**src/rtl/seq_bin2bcd_pkg.sv**
```systemverilog
// Shared constants and types for the sequential binary-to-BCD converter.
// Holds the default widths, the FSM state type and the bit-counter width helper.
package seq_bin2bcd_pkg;

   localparam int BIN_W_DEF  = 14;
   localparam int DIGITS_DEF = 5;

   // Counter must hold the value BIN_W itself, not just BIN_W-1.
   function automatic int cnt_width(input int bin_w);
      return $clog2(bin_w + 1);
   endfunction

   localparam int CNT_W_DEF = cnt_width(BIN_W_DEF);

   typedef enum logic [1:0] {
      ST_IDLE  = 2'd0,
      ST_SHIFT = 2'd1,
      ST_DONE  = 2'd2
   } state_e;

endpackage

```
**src/rtl/seq_bin2bcd_dabble.sv**
```systemverilog
// Per-digit double-dabble adjust: a BCD digit of 5 or more gets +3 before the
// next left shift so the carry lands in the next digit.
module dabble_digit (
   input  logic [3:0] digit_i,
   output logic [3:0] digit_o
);

   assign digit_o = (digit_i >= 4'd5) ? (digit_i + 4'd3) : digit_i;

endmodule

```
**src/rtl/seq_bin2bcd.sv**
```systemverilog
// Sequential shift-and-add-3 binary-to-BCD converter with registered sign and
// optional leading-zero blank mask (enabled by macro LEADING_ZERO_BLANK_EN).
//
//   state    | meaning
//   ---------+--------------------------------------------------------------
//   ST_IDLE  | waiting for start; outputs hold the last result
//   ST_SHIFT | one adjust+shift per cycle, BIN_W cycles
//   ST_DONE  | scratch holds the result; load outputs and pulse done
module seq_bin2bcd
   import seq_bin2bcd_pkg::*;
#(
   parameter int BIN_W  = BIN_W_DEF,
   parameter int DIGITS = DIGITS_DEF
) (
   input  logic                  sys_clk,
   input  logic                  rst,
   input  logic                  start,
   input  logic [BIN_W-1:0]      bin_in,
   input  logic                  sign_in,
   output logic                  busy,
   output logic                  done,
   output logic [DIGITS*4-1:0]   bcd_out,
   output logic                  sign_out,
   output logic [DIGITS-1:0]     blank_out
);

   localparam int CNT_W = cnt_width(BIN_W);
   localparam int SCR_W = DIGITS * 4;
   localparam logic [CNT_W-1:0]  CNT_LOAD  = CNT_W'(BIN_W);
   localparam logic [DIGITS-1:0] DIG0_MASK = DIGITS'(1);

`ifdef LEADING_ZERO_BLANK_EN
   localparam logic [DIGITS-1:0] BLANK_RST = ~DIG0_MASK;
`else
   localparam logic [DIGITS-1:0] BLANK_RST = '0;
`endif

   state_e              state_q, state_d;
   logic [CNT_W-1:0]    cnt_q, cnt_d;
   logic [BIN_W-1:0]    bin_q, bin_d;
   logic [SCR_W-1:0]    scr_q, scr_d;
   logic                sign_q, sign_d;
   logic [SCR_W-1:0]    bcd_q, bcd_d;
   logic                sign_out_q, sign_out_d;
   logic [DIGITS-1:0]   blank_q, blank_d;
   logic                done_q, done_d;

   logic [SCR_W-1:0]    scr_adj;
   logic [DIGITS-1:0]   blank_calc;

   for (genvar g = 0; g < DIGITS; g++) begin : g_dabble
      dabble_digit u_dabble (
         .digit_i (scr_q[g*4 +: 4]),
         .digit_o (scr_adj[g*4 +: 4])
      );
   end

`ifdef LEADING_ZERO_BLANK_EN
   // A digit is blanked only if it and every digit above it are zero.
   logic higher_zero;
   always_comb begin
      blank_calc  = '0;
      higher_zero = 1'b1;
      for (int i = DIGITS - 1; i >= 1; i--) begin
         higher_zero   = higher_zero & (scr_q[i*4 +: 4] == 4'd0);
         blank_calc[i] = higher_zero;
      end
   end
`else
   assign blank_calc = '0;
`endif

   always_comb begin
      state_d    = state_q;
      cnt_d      = cnt_q;
      bin_d      = bin_q;
      scr_d      = scr_q;
      sign_d     = sign_q;
      bcd_d      = bcd_q;
      sign_out_d = sign_out_q;
      blank_d    = blank_q;
      done_d     = 1'b0;

      case (state_q)
         ST_IDLE: begin
            if (start) begin
               bin_d   = bin_in;
               sign_d  = sign_in;
               scr_d   = '0;
               cnt_d   = CNT_LOAD;
               state_d = ST_SHIFT;
            end
         end
         ST_SHIFT: begin
            {scr_d, bin_d} = {scr_adj, bin_q} << 1;
            cnt_d          = cnt_q - 1'b1;
            if (cnt_d == '0) begin
               state_d = ST_DONE;
            end
         end
         ST_DONE: begin
            bcd_d      = scr_q;
            // A zero magnitude is never reported as negative.
            sign_out_d = sign_q & (|scr_q);
            blank_d    = blank_calc;
            done_d     = 1'b1;
            state_d    = ST_IDLE;
         end
         default: begin
            state_d = ST_IDLE;
         end
      endcase
   end

   always_ff @(posedge sys_clk) begin
      if (rst) begin
         state_q    <= ST_IDLE;
         cnt_q      <= '0;
         bin_q      <= '0;
         scr_q      <= '0;
         sign_q     <= 1'b0;
         bcd_q      <= '0;
         sign_out_q <= 1'b0;
         blank_q    <= BLANK_RST;
         done_q     <= 1'b0;
      end else begin
         state_q    <= state_d;
         cnt_q      <= cnt_d;
         bin_q      <= bin_d;
         scr_q      <= scr_d;
         sign_q     <= sign_d;
         bcd_q      <= bcd_d;
         sign_out_q <= sign_out_d;
         blank_q    <= blank_d;
         done_q     <= done_d;
      end
   end

   assign busy      = (state_q != ST_IDLE);
   assign done      = done_q;
   assign bcd_out   = bcd_q;
   assign sign_out  = sign_out_q;
   assign blank_out = blank_q;

endmodule

```
**config.mk**
```make
export PLATFORM = sky130hd
export DESIGN_NAME = seq_bin2bcd
export DESIGN_NICKNAME = d
export VERILOG_FILES = /design/src/rtl/seq_bin2bcd_pkg.sv /design/src/rtl/seq_bin2bcd_dabble.sv /design/src/rtl/seq_bin2bcd.sv
export SDC_FILE = /design/constraint.sdc
export NUM_CORES = 1
export LEC_CHECK = 0
export BUFFER_PORTS_ARGS = -buffer_cell sky130_fd_sc_hd__buf_4
export CAP_MARGIN = 20
export CORE_ASPECT_RATIO = 1.75
export CORE_MARGIN = 2
export CORE_UTILIZATION = 38
export DETAILED_ROUTE_END_ITERATION = 7
export SYNTH_ARGS = -nofsm -noshare
export SYNTH_HDL_FRONTEND = slang
export SYNTH_HIERARCHICAL = 1
export SYNTH_SLANG_ARGS = --single-unit
```
**constraint.sdc**
```tcl
create_clock -name sys_clk -period 1.7 [get_ports sys_clk]
set_input_delay 0.17 -clock sys_clk [delete_from_list [all_inputs] [get_ports sys_clk]]
set_output_delay 0.17 -clock sys_clk [all_outputs]
set_load 0.005 [all_outputs]
```
==> flow_summary.ini <==
[timing]
max_freq_mhz = 628
post-route-period-util_pct = 93.7
fin_crit_ns = 1.59
rsz0062_at_grt = no
setup_violations = 0
slew_viol_final = 0
setup_tns_ns = 0
hold_violations = 0
finClkSkew_ns = 0.00704

[clocking]
post_cts_buffers = 0
numCtsBuffers = 9
clk_pin_slew_ns = 0.05
cts.repair.resized = 0
root_buffer = clkbuf_16
cts_tree = yes
clockBufferDepth = 2
insertion_delay_ns = 0.33
hold_buffers = 0
clock-sinks = 63
htreeDepth = 3

[min_path]
hold_end = sign_q
hp-class = in -> reg
worst_hold_startpoint = sign_in
worstHoldPathCells = 3

[worst_setup_path]
path_class = reg -> reg
cp_max_fo = 4
critPathCaptureType = register
arrival_ns = 1.78
start_kind = register
cpLargestDelayFamily = compound AO/OA/AOI/OAI gates
worst-r2r-setup-slack_ns = 0.11
crit_buf_inv = 1
critical_path.startpoint = cnt_q[0]
cp_slowest_stage_delay_ns = 0.37
r2r-end = state_q[0]
crit_path_top_delay_cell = dfxtp_1
reg2reg_depth = 6
crit_path_cell_trace = inv_1 > ha_1 > or2_2 > o21ai_0 > a22o_1 > a311oi_1
reg2reg_from = cnt_q[0]
crit_required_ns = 1.89

[place]
placed_cells = 466
port_buffers = 40
dpl.hpwl_um = 4370
placed_cell_area_um2 = 3260
place.gp.congestion = 0.800

[logic_synthesis]
syn_area_per_cell_um2 = 8.25
syn_area_um2 = 2890
netlist_instances = 350
yosysWarnings = 6

[cells_and_area]
fin_area_um2 = 3550
syn2layout_area_growth_pct = 22.9
drive_gt1_share_pct = 18.0
diodes = 0
fin_nets = 419
fin_cells = 482

[drt]
firstDrtPassIters = 4
antenna_left = 0
drtIter0Drc = 104
vias = 2474
drc = 0
drt-wirelength-per-cell_um = 13.2
finalWirelength_um = 6350
via_per_inst = 5.13

[floorplan]
die-area_um2 = 8340
die_w_um = 69.9
placementRows = 42
ios = 46
dieHeight_um = 119
core_um2 = 7460
initial_core_util_pct = 38.7

[global_routing]
grt_usage_pct = 16.4
grt_first_pass_wirelength_um = 10800
grt_pass1_vias = 2366
antenna_found_initial = 0
grt_start_max_net_pins = 32
overflow = 0

[outcome]
status = complete, no violations

[job]
max-cap-violations = 0

[power]
power_density_nw_per_um2 = 1010
p_leak_nw = 1.50
ir_drop_mv = 0.557
## sequential cells by signal, summed over array words and instances, names as in the netlist
signal and flops:
bcd_out 20, scr_q 20, bin_q 14, cnt_q 4
state_q 2, done 1, sign_out 1, sign_q 1
## routing by layer
| layer | vias to the layer above | global-route usage, % | routed length [um] |
|---|---|---|---|
| met2 | 48 | 29.8 | 3520 |
| met5 | - | 0 | 0 |
| met1 | 1152 | 17.0 | 2450 |
| met4 | 0 | 9.86 | 189 |
| li1 | 1259 | - | - |
| met3 | 15 | 3.05 | 195 |
## worst reg2reg max path: stages, from the launching register on
cell      delay (ns)
dfxtp_1         0.37
inv_1           0.09
ha_1            0.24
or2_2           0.28
o21ai_0         0.17
a22o_1          0.20
a311oi_1        0.10
## layout make-up
cell class / instances / area, um^2
clock inverters: 4 / 45.0
flip-flops and latches: 63 / 1260
multi-input cells: 252 / 1440
clock buffers: 12 / 246
repair buffers: 49 / 393
fillers: 790 / 3910
well taps: 88 / 110
inverters: 14 / 52.6
## layout by cell type, fill, tap and decap left out, types with 2 or more instances in the layout
master / count
a21oi_2: 5
clkbuf_16: 9
nor4_1: 5
a21oi_1: 24
clkinv_2: 3
buf_12: 2
clkbuf_1: 2
nand3_1: 2
ha_1: 12
xnor2_1: 5
buf_4: 47
inv_1: 14
nor3_1: 2
a22o_1: 21
mux2i_1: 5
nor2_1: 30
nand2_1: 88
conb_1: 5
nor2b_1: 2
nand2b_1: 11
a311oi_1: 13
o21ai_1: 4
dfxtp_1: 63
o21ai_0: 6
## stage by stage
step           hold WS [ns]  setup WS [ns]  util (%)  power (mW)
6_report              0.109          0.107      47.6        3.60
3_5_place_dp          0.448          0.164      43.7        1.83
5_1_grt               0.113         0.0129      47.6        3.74
2_1_floorplan         0.317          0.300         -        1.76
4_1_cts              0.0965          0.127      47.6        3.63
3_3_place_gp          0.430          0.257      43.7        1.83
## how the worst max path moves through the flow
| stage | endpoint | cells past startpoint |
|---|---|---|
| 2_1_floorplan | state_q[0] | 6 |
| 3_3_place_gp | state_q[0] | 6 |
| 3_5_place_dp | state_q[0] | 6 |
| 4_1_cts | state_q[0] | 6 |
| 5_1_grt | state_q[0] | 6 |
| 6_report | state_q[0] | 6 |
## report_power, final
part	switching, mW	total, mW	leakage [nW]	internal, mW
sequential	0.0310	1.55	0.512	1.52
combinational	0.139	0.245	0.845	0.106
clock	0.635	1.80	0.146	1.17
total	0.805	3.60	1.50	2.80
Note: power is estimated with default switching activity, not from simulation.
